<file path="config.mk">
export PLATFORM = sky130hd
export DESIGN_NAME = watch_hhmmss_sync
export DESIGN_NICKNAME = d
export VERILOG_FILES = /design/src/rtl/watch_hhmmss_sync_pkg.sv /design/src/rtl/watch_hhmmss_sync_debounce.sv /design/src/rtl/watch_hhmmss_sync_seg7.sv /design/src/rtl/watch_hhmmss_sync.sv
export SDC_FILE = /design/constraint.sdc
export NUM_CORES = 1
export LEC_CHECK = 0
export CORE_ASPECT_RATIO = 1.5
export CORE_UTILIZATION = 63
export CTS_BUF_LIST = sky130_fd_sc_hd__clkbuf_16
export DETAILED_ROUTE_END_ITERATION = 10
export GPL_TIMING_DRIVEN = 1
export PLACE_DENSITY = 0.86
export SLEW_MARGIN = 20
export SYNTH_ARGS = -nofsm -noshare
export SYNTH_HDL_FRONTEND = slang
export SYNTH_SLANG_ARGS = --single-unit
</file>
<file path="constraint.sdc">
create_clock -name clk_i -period 6.5 [get_ports clk_i]
set_clock_uncertainty 0.2 [all_clocks]
set_input_delay 1.625 -clock clk_i [delete_from_list [all_inputs] [get_ports clk_i]]
set_output_delay 1.625 -clock clk_i [all_outputs]
set_load 0.05 [all_outputs]
</file>
<file path="src/rtl/watch_hhmmss_sync_pkg.sv">
// Shared types and limits for the single-clock HH:MM:SS watch.
package watch_hhmmss_sync_pkg;

    typedef enum logic [1:0] {
        ST_RUN    = 2'b00,
        ST_SET_HH = 2'b01,
        ST_SET_MM = 2'b10
    } state_t;

    localparam logic [6:0] SEG_BLANK = 7'h00;
    localparam logic [5:0] MAX_SS    = 6'd59;
    localparam logic [5:0] MAX_MM    = 6'd59;
    localparam logic [4:0] MAX_HH    = 5'd23;

endpackage

</file>
<file path="src/rtl/watch_hhmmss_sync_debounce.sv">
// Button synchroniser, stability filter and rising-edge press event.
module watch_hhmmss_sync_debounce #(
    parameter int DEBOUNCE_CYCLES = 655
) (
    input  logic clk_i,
    input  logic rstn_i,
    input  logic btn_i,
    output logic press_o
);

    localparam int CW = (DEBOUNCE_CYCLES > 1) ? $clog2(DEBOUNCE_CYCLES) : 1;
    localparam logic [CW-1:0] LAST = CW'(DEBOUNCE_CYCLES - 1);

    logic          s1;
    logic          s2;
    logic          lvl;
    logic [CW-1:0] cnt;

    always_ff @(posedge clk_i or negedge rstn_i) begin
        if (!rstn_i) begin
            s1      <= 1'b0;
            s2      <= 1'b0;
            lvl     <= 1'b0;
            cnt     <= '0;
            press_o <= 1'b0;
        end else begin
            s1      <= btn_i;
            s2      <= s1;
            press_o <= 1'b0;
            // Any return to the accepted level restarts the stability window.
            if (s2 == lvl) begin
                cnt <= '0;
            end else if (cnt == LAST) begin
                lvl     <= s2;
                cnt     <= '0;
                press_o <= s2;
            end else begin
                cnt <= cnt + 1'b1;
            end
        end
    end

endmodule

</file>
<file path="src/rtl/watch_hhmmss_sync_seg7.sv">
// Active-high 7-segment decoder, bit0 = a .. bit6 = g.
module watch_hhmmss_sync_seg7
    import watch_hhmmss_sync_pkg::*;
(
    input  logic [3:0] digit,
    output logic [6:0] seg
);

    always_comb begin
        seg = SEG_BLANK;
        case (digit)
            4'd0:    seg = 7'h3F;
            4'd1:    seg = 7'h06;
            4'd2:    seg = 7'h5B;
            4'd3:    seg = 7'h4F;
            4'd4:    seg = 7'h66;
            4'd5:    seg = 7'h6D;
            4'd6:    seg = 7'h7D;
            4'd7:    seg = 7'h07;
            4'd8:    seg = 7'h7F;
            4'd9:    seg = 7'h6F;
            default: seg = SEG_BLANK;
        endcase
    end

endmodule

</file>
<file path="src/rtl/watch_hhmmss_sync.sv">
// HH:MM:SS watch on one clock with enables, 12/24h display and two-button set.
module watch_hhmmss_sync
    import watch_hhmmss_sync_pkg::*;
#(
    parameter int CLK_HZ          = 32768,
    parameter bit H24             = 1'b1,
    parameter int DEBOUNCE_CYCLES = 655
) (
    input  logic       clk_i,
    input  logic       rstn_i,
    input  logic       bt_mode_i,
    input  logic       bt_inc_i,
    output logic [6:0] segment_hxxx,
    output logic [6:0] segment_xhxx,
    output logic [6:0] segment_xxmx,
    output logic [6:0] segment_xxxm,
    output logic       colon_o,
    output logic       pm_o,
    output logic       tick1s_o,
    output logic [1:0] set_mode_o
);

    localparam int PW = $clog2(CLK_HZ);
    localparam logic [PW-1:0] P_LAST = PW'(CLK_HZ - 1);
    localparam logic [PW-1:0] P_HALF = PW'(CLK_HZ / 2);

    state_t        state;
    state_t        state_n;
    logic [PW-1:0] presc;
    logic [5:0]    ss;
    logic [5:0]    mm;
    logic [4:0]    hh;
    logic          mode_ev;
    logic          inc_ev;
    logic          tick;
    logic          leave;
    logic          blink;

    watch_hhmmss_sync_debounce #(.DEBOUNCE_CYCLES(DEBOUNCE_CYCLES)) u_db_mode (
        .clk_i  (clk_i),
        .rstn_i (rstn_i),
        .btn_i  (bt_mode_i),
        .press_o(mode_ev)
    );

    watch_hhmmss_sync_debounce #(.DEBOUNCE_CYCLES(DEBOUNCE_CYCLES)) u_db_inc (
        .clk_i  (clk_i),
        .rstn_i (rstn_i),
        .btn_i  (bt_inc_i),
        .press_o(inc_ev)
    );

    assign tick  = (state == ST_RUN) && (presc == P_LAST);
    assign leave = (state == ST_SET_MM) && mode_ev;
    assign blink = (presc >= P_HALF);

    always_ff @(posedge clk_i or negedge rstn_i) begin
        if (!rstn_i) state <= ST_RUN;
        else         state <= state_n;
    end

    always_comb begin
        state_n = state;
        case (state)
            ST_RUN:    if (mode_ev) state_n = ST_SET_HH;
            ST_SET_HH: if (mode_ev) state_n = ST_SET_MM;
            ST_SET_MM: if (mode_ev) state_n = ST_RUN;
            default:   state_n = ST_RUN;
        endcase
    end

    always_ff @(posedge clk_i or negedge rstn_i) begin
        if (!rstn_i) begin
            presc <= '0;
            ss    <= '0;
            mm    <= '0;
            hh    <= '0;
        end else begin
            presc <= (leave || presc == P_LAST) ? '0 : presc + 1'b1;
            // Leaving set restarts the second so the first tick is a full second away.
            if (leave) begin
                ss <= '0;
            end else if (tick) begin
                if (ss == MAX_SS) begin
                    ss <= '0;
                    if (mm == MAX_MM) begin
                        mm <= '0;
                        hh <= (hh == MAX_HH) ? 5'd0 : hh + 5'd1;
                    end else begin
                        mm <= mm + 6'd1;
                    end
                end else begin
                    ss <= ss + 6'd1;
                end
            end else if (inc_ev && !mode_ev) begin
                if (state == ST_SET_HH)
                    hh <= (hh == MAX_HH) ? 5'd0 : hh + 5'd1;
                else if (state == ST_SET_MM)
                    mm <= (mm == MAX_MM) ? 6'd0 : mm + 6'd1;
            end
        end
    end

    logic [4:0] h12;
    logic [4:0] dh;
    logic [3:0] d_ht;
    logic [3:0] d_hu;
    logic [3:0] d_mt;
    logic [3:0] d_mu;
    logic [6:0] r_ht;
    logic [6:0] r_hu;
    logic [6:0] r_mt;
    logic [6:0] r_mu;
    logic       blank_h;
    logic       blank_m;
    logic       blank_ht;

    assign h12  = hh % 5'd12;
    assign dh   = H24 ? hh : ((h12 == 5'd0) ? 5'd12 : h12);
    assign d_ht = 4'(dh / 5'd10);
    assign d_hu = 4'(dh % 5'd10);
    assign d_mt = 4'(mm / 6'd10);
    assign d_mu = 4'(mm % 6'd10);

    watch_hhmmss_sync_seg7 u_seg_ht (.digit(d_ht), .seg(r_ht));
    watch_hhmmss_sync_seg7 u_seg_hu (.digit(d_hu), .seg(r_hu));
    watch_hhmmss_sync_seg7 u_seg_mt (.digit(d_mt), .seg(r_mt));
    watch_hhmmss_sync_seg7 u_seg_mu (.digit(d_mu), .seg(r_mu));

    assign blank_h  = (state == ST_SET_HH) && blink;
    assign blank_m  = (state == ST_SET_MM) && blink;
    assign blank_ht = blank_h || (!H24 && dh < 5'd10);

    assign segment_hxxx = blank_ht ? SEG_BLANK : r_ht;
    assign segment_xhxx = blank_h  ? SEG_BLANK : r_hu;
    assign segment_xxmx = blank_m  ? SEG_BLANK : r_mt;
    assign segment_xxxm = blank_m  ? SEG_BLANK : r_mu;

    assign colon_o    = (state == ST_RUN) ? ~blink : 1'b1;
    assign pm_o       = (hh >= 5'd12);
    assign tick1s_o   = tick;
    assign set_mode_o = state;

endmodule

</file>
==> reports/qor.yml <==
worst_hold_path:
  hold-path-cell-count: 0
  whs_endpoint: "u_db_inc.s2"
  holdCritStartpoint: "u_db_inc.s1"
  hp-class: "flip-flop to flip-flop"
final_layout:
  final_cell_mix: "nor2_1, dfrtp_1, nand2_1"
  num-fill-cells: 457
  nNetsFinal: 559
  n_antenna_cell: 0
  drive_gt1_frac: 0.0684
  area.growth.synth_to_final_pct: 14.5
  finalInstanceArea_um2: 4900
  post-route-util: 0.750
  final_common_cell: "nor2_1"
drt:
  vias: 3570
  routed_wirelength_um: 8470
  drt_iter0_drc: 274
  dr.pass1.iters: 4
  vias_per_cell: 5.93
  drtAntennaViolNets: 0
  routedWlPerCell_um: 14.1
  drc: 0
global_routing:
  busiest_layer: "met2"
  overflow: 0
  use_met2: 0.469
  grt_max_degree: 63
  antenna_found_initial: 0
  grt_use_met3: 0.0499
  use_met1: 0.292
  grt_pass1_wl_um: 14800
  grt_usage: 0.258
  first_global_vias: 3464
logic_synthesis:
  syn_avg_cell_area_um2: 8.70
  yosysUniqueCellTypes: 64
  synth_area_leaders: "dfrtp_1, ha_1, nor2_1"
  seq_area_frac_synth: 0.363
  synthAdderAreaFrac: 0.0965
  yosys_warnings: 0
  synth-seq-cells: 62
  async_flop_share: 1.00
  synth-compound-area-share: 0.141
  synth_mux_area_frac: 0.0363
  synth_edf_count: 0
  syn-num-nets: 529
  synth.top_cell.area_share: 0.363
  synth.largest_area_cell: "dfrtp_1"
  syn_inst: 492
  synth_top_family_by_area: "simple AND/OR/NAND/NOR gates"
  ys.flop_type: "dfrtp_1"
  synthXorXnorAreaFrac: 0.0754
  synth_simple_gate_area_share: 0.247
  synth_area_um2: 4280
placement:
  portBuffers: 36
  place_congestion: 0.873
  dpl_cell_area_um2: 4650
  dp_hpwl_um: 6110
sta:
  finalSetupViolCount: 0
  rsz0062_at_grt: "false"
  tns_ns: 0
  slew_headroom: 0.499
  fmax_ghz: 0.163
  tightest_slew_ns: 0.751
  period_needed_ns: 6.14
  drv_slew: 0
  holdWs_ns: 0.152
  period_share: 0.944
  hold_viol: 0
clocking:
  cts_buffers: 9
  post_cts_buffers: 0
  cts_tree: "done"
  cts.clk_slew.worst_paths_ns: 0.05
  cts.sinks: 62
  cts_hold_buf: 0
  cts_max_level: 3
  insertion_delay_ns: 0.33
  cts_max_path_buffers: 2
  clock-root-buffer: "clkbuf_16"
critical_path:
  required_ns: 4.68
  r2r_end: "dh[2]"
  end_kind: "output port"
  rr_worst_depth: 6
  rrSetupSlack_ns: 3.87
  path_class: "flip-flop to output port"
  cp.arrival_ns: 4.31
  start_kind: "flip-flop"
  r2r_start: "mm[2]"
  cp_max_fo: 8
floorplanning:
  core_area_um2: 6530
  boundaryPins: 37
  die_w_um: 69.3
  fp.dieH_um: 103
  dieArea_um2: 7130
  row_count: 36
  start_util: 0.655
power:
  ir_drop_mv: 0.206
  power_leakage_nw: 2.22
  powerDensity_nw_per_um2: 165
run:
  maxCapViolations: 0
outcome:
  outcome: "finished clean"
-- cell usage after synthesis, drive strengths merged (2+ instances only) --
cell type	count
nor3b	6
a31oi	3
a22oi	3
a31o	3
o21a	3
a2bb2oi	3
o21bai	2
a21oi	26
a21o	2
and2	12
mux2i	2
inv	19
a41oi	2
o22ai	3
nand2b	4
clkbuf	9
or3	2
xor2	23
nor2	74
a211oi	2
and3b	2
nor3	7
a221oi	2
a311oi	2
and4	3
and3	11
nor2b	9
buf	11
dfrtp	62
nand3	28
o21ai	27
nand4	7
a2111oi	2
xnor2	13
o31ai	4
or3b	2
mux2	12
nand2	38
ha	33
a32o	2
nand3b	2
-- power by group --
group          switching [mW]  internal [mW]  leakage, nW  total (mW)
combinational          0.0122        0.00526         1.25      0.0175
sequential            0.00544          0.391        0.838       0.397
clock                   0.149          0.247        0.134       0.395
-- worst max-delay path, cell delays in order, from the launching register on --
cell and delay (ns):
dfrtp_1 0.45, inv_1 0.13, ha_1 0.29, o21a_1 0.25
xnor2_1 0.19, ha_1 0.22, nor2_1 0.23, nand3_1 0.12
a31o_2 0.30, xnor2_2 0.30, inv_1 0.14, ha_1 0.20
inv_1 0.08, a21oi_1 0.06, nor3_1 0.18, clkdlybuf4s50_1 0.82
-- flip-flops by register name, indices dropped and copies added, names as in the netlist --
signal / cells
u_db_mode.lvl: 1
u_db_inc.s1: 1
u_db_mode.press_o: 1
u_db_mode.cnt: 10
u_db_mode.s1: 1
u_db_inc.cnt: 10
dh: 5
u_db_mode.s2: 1
u_db_inc.lvl: 1
u_db_inc.s2: 1
presc: 15
set_mode_o: 2
u_db_inc.press_o: 1
ss: 6
mm: 6
-- worst max-delay path by stage --
stage,startpoint,to
after floorplan,dh[3],segment_xhxx[3]
after global placement,dh[3],segment_xhxx[3]
after detailed placement,dh[3],segment_xhxx[3]
after CTS,dh[3],segment_xhxx[3]
after global routing,mm[2],segment_xxxm[6]
final,dh[3],segment_xhxx[6]
-- routing by layer --
| layer | part of all wire | routed length [um] |
|---|---|---|
| met5 | 0 | 0 |
| met4 | 0.017 | 148 |
| met3 | 0.029 | 244 |
| met2 | 0.53 | 4490 |
| met1 | 0.42 | 3580 |
-- per-stage QoR --
stage	total power [mW]	setup WS (ns)	std cells
final	0.810	0.364	602
after global routing	0.836	0.0733	602
after CTS	0.819	0.239	602
after detailed placement	0.421	0.591	587
after global placement	0.420	0.785	587
after floorplan	0.408	0.703	492
-- repair_timing --
item	4_1_cts	5_1_grt
hold endpoints to repair	0	0
endpoints found under the setup margin	0	1
resized for setup	0	1
-- layout make-up --
class / count / area, um^2 / area share
clock buffers: 9 / 225 / 0.0460
repair buffers: 39 / 380 / 0.0776
clock inverters: 6 / 23.8 / 0.00485
flip-flops and latches: 62 / 1550 / 0.317
inverters: 20 / 75.1 / 0.0153
well taps: 76 / 95.1 / 0.0194
multi-input cells: 390 / 2550 / 0.520
-- cell families after synthesis --
kind of cell / count (synthesis)
xor+xnor: 36
compound gates: 95
fa+ha+maj: 33
flops: 62
simple gates: 212
buf+inv: 40
mux: 14
No activity file was read; power rests on OpenSTA's default activity.
==> patch: new RTL, same settings <==
Set the parameter `H24` to 1'b0 (it was 1'b1).
--- a/src/rtl/watch_hhmmss_sync.sv
+++ b/src/rtl/watch_hhmmss_sync.sv
@@ -4,5 +4,5 @@
 #(
     parameter int CLK_HZ          = 32768,
-    parameter bit H24             = 1'b1,
+    parameter bit H24             = 1'b0,
     parameter int DEBOUNCE_CYCLES = 655
 ) (
Function: changed (Yosys sat finds a counterexample within 4 cycles, from zero or initial values and one cycle with rstn_i low).
==> patch against the original RTL <==
  * Core utilization is 1.1 points lower
  * Critical path depth is 2 lower
  * Design area is 2.7% higher
  * Fmax is 2.3% lower
  * Final cell count is 1.8% higher
  * Total power hardly changed
  * Count of clock-buffer cells in the layout stayed put
  * Worst setup slack worse by 0.15 ns
  * Highest routed layer unchanged
  * Area after synthesis is 3.2% higher
  * Wire length is 6.4% higher
  * Sequential cell count stayed put
  * Sequential power hardly changed
  * Critical path type unchanged
==> patch: results (changes against the original RTL) <==
Worst hold path
  • Hold depth: 0 (unchanged)
  • Worst hold path class: register to register

Setup path
  • Slowest CP cell: sky130_fd_sc_hd__dfrtp_1
  • Worst stage delay on the critical path: 0.61 ns (-0.21 ns)
  • Top delay family on crit path: simple AND/OR/NAND/NOR gates
  • Crit Path Max Fanout: 16 (+8)
  • Arrival time of the worst setup path: 4.46 ns (+0.15 ns)
  • Number of cells on the worst reg-to-reg path: 6 (unchanged)

Clock tree
  • Root buf cell: sky130_fd_sc_hd__clkbuf_16
  • TritonCTS Buffers: 9 (unchanged)
  • Clock Pin Slew Worst Setup and Hold Paths: 0.05 ns (about the same)
  • Post-CTS Setup Repair Bufs: 0 (unchanged)
  • Clock buffer depth: 2 (unchanged)
  • H-tree depth: 3 (unchanged)
  • Worst-Skew Late Latency: 0.32 ns

Power
  • Internal power: 0.643 mW (about the same)
  • Peak VDD IR: 0.208 mV (+1.2%)
  • Leakage component of the power: 2.36 nW (+6.3%)

Yosys
  • Number of enable-type register cells in the synthesized netlist: 0 (unchanged)
  • Synth Flop Type: sky130_fd_sc_hd__dfrtp_1
  • Top cells by area in the synthesized netlist: sky130_fd_sc_hd__dfrtp_1 35%, sky130_fd_sc_hd__ha_1 9.1%, sky130_fd_sc_hd__nor2_1 5.6%, sky130_fd_sc_hd__xor2_1 4.6%, sky130_fd_sc_hd__nand3_1 3.6%
  • Commonest cells in the netlist: 66 x sky130_fd_sc_hd__nor2_1, 62 x sky130_fd_sc_hd__dfrtp_1, 32 x sky130_fd_sc_hd__ha_1, 32 x sky130_fd_sc_hd__nand2_1, 32 x sky130_fd_sc_hd__nand3_1
  • Number of distinct standard cells referenced by the synthesized netlist: 66 (+3.1%)
  • Sequential cell area fraction in the yosys report: 0.351 (-0.0111)
  • Yosys Warn Count: 0 (unchanged)
  • Post-synth ARST share: 1.00 (unchanged)
  • Number of nets in the synthesized netlist: 537 (+1.5%)
  • Cell count after synthesis: 501 (+1.8%)

Timing
  • Tightest slew margin relative to the limit: 0.497 (-0.00253)

Placed design
  • Final GP Congestion: 0.887 (+1.7%)
  • Placed wire-length estimate after detailed placement: 6.45 mm (+5.6%)
  • Port Buf Inserts: 35 (-2.8%)
  • Setup slack after placement: 0.299 ns (-0.292 ns)
  • Placed instance count: 599 (+2.0%)

Layout
  • Total number of nets in the final design: 568 (+1.6%)
  • Registers with the most flip-flops: presc x15, u_db_inc.cnt x10, u_db_mode.cnt x10
  • Post-route insts no fill: 613 (+1.8%)
  • Proportion of layout cells with a drive suffix above 1: 0.0654 (-0.00302)
  • # diodes: 0 (unchanged)

Global route
  • Number of antenna violations at the first check in global routing: 0 (unchanged)
  • Wire length of the first global-routing pass: 15.4 mm (+3.9%)
  • Via count of the first global-routing pass: 3555 (+2.6%)
  • Pin count of the biggest net entering global routing: 63 (unchanged)
  • Combined global-route utilization of all metal layers: 0.259 (+0.00121)

Route
  • Routed via count divided by cell count: 5.99 (+0.93%)
  • Final Routed Wirelength: 9.01 mm (+6.4%)
  • Initial DRC Count: 255 (-6.9%)
  • DR pass1 iterations: 4 (unchanged)

Outcome
  • Status: completed
patch: worst paths after layout:
path / from / to / slack (ns)
worst min register to register: u_db_inc.s1$_DFF_PN0_ / u_db_inc.s2$_DFF_PN0_ / 0.15
worst max-delay path: hh[3]$_DFFE_PN0P_ / segment_xhxx[3] / 0.22
min in group asynchronous: rstn_i / u_db_mode.cnt[1]$_DFF_PN0_ / 1.26
worst max register to register: mm[4]$_DFFE_PN0P_ / hh[3]$_DFFE_PN0P_ / 3.95
max in group asynchronous: rstn_i / u_db_inc.cnt[3]$_DFF_PN0_ / 4.34
worst min-delay path: u_db_inc.s1$_DFF_PN0_ / u_db_inc.s2$_DFF_PN0_ / 0.15
patch: timing repair:
action	CTS	global route
hold buffers	0	0
endpoints found under the setup margin	1	2
pin swaps	0	0
gates resized for setup	1	2
gates cloned	0	0
patch: cells by family (layout without fill, tap and decap cells):
kind of cell    count (synthesis)  in the layout  share of synthesized area
buf+inv                        42             76                     0.0434
flops                          62             62                      0.351
fa+ha+maj                      32             32                     0.0907
other cells                     1              1                   0.000850
simple gates                  226            226                      0.266
mux                            11             11                     0.0272
compound gates                 90             90                      0.145
xor+xnor                       37             37                     0.0751
patch: layout make-up:
cell class | count | area [sq um]
clock buffers | 9 | 225
clock inverters | 5 | 20.0
fillers | 529 | 1770
inverters | 23 | 86.3
multi-input cells | 397 | 2670
flip-flops and latches | 62 | 1550
well taps | 78 | 97.6
repair buffers | 39 | 379
patch: metrics by stage:
stage	area, sq um	hold WS [ns]
finish	5030	0.148
global route	5030	0.159
CTS	5030	0.146
detailed placement	4780	0.136
global placement	4780	0.133
floorplan	4410	0.131
patch: metal layers:
layer	wire, um	up-vias	track usage
met2	4840	72	0.475
met1	3780	1756	0.293
met4	146	0	0.0986
met5	0	-	0
met3	241	12	0.0426
li1	-	1829	-
patch: power groups by stage:
stage          Sequential (mW)  Combinational (mW)  Clock (mW)
6_report                 0.396              0.0189       0.394
5_1_grt                  0.396              0.0224       0.421
4_1_cts                  0.396              0.0196       0.404
3_5_place_dp             0.402              0.0194           0
3_3_place_gp             0.402              0.0187           0
2_1_floorplan            0.401             0.00862           0
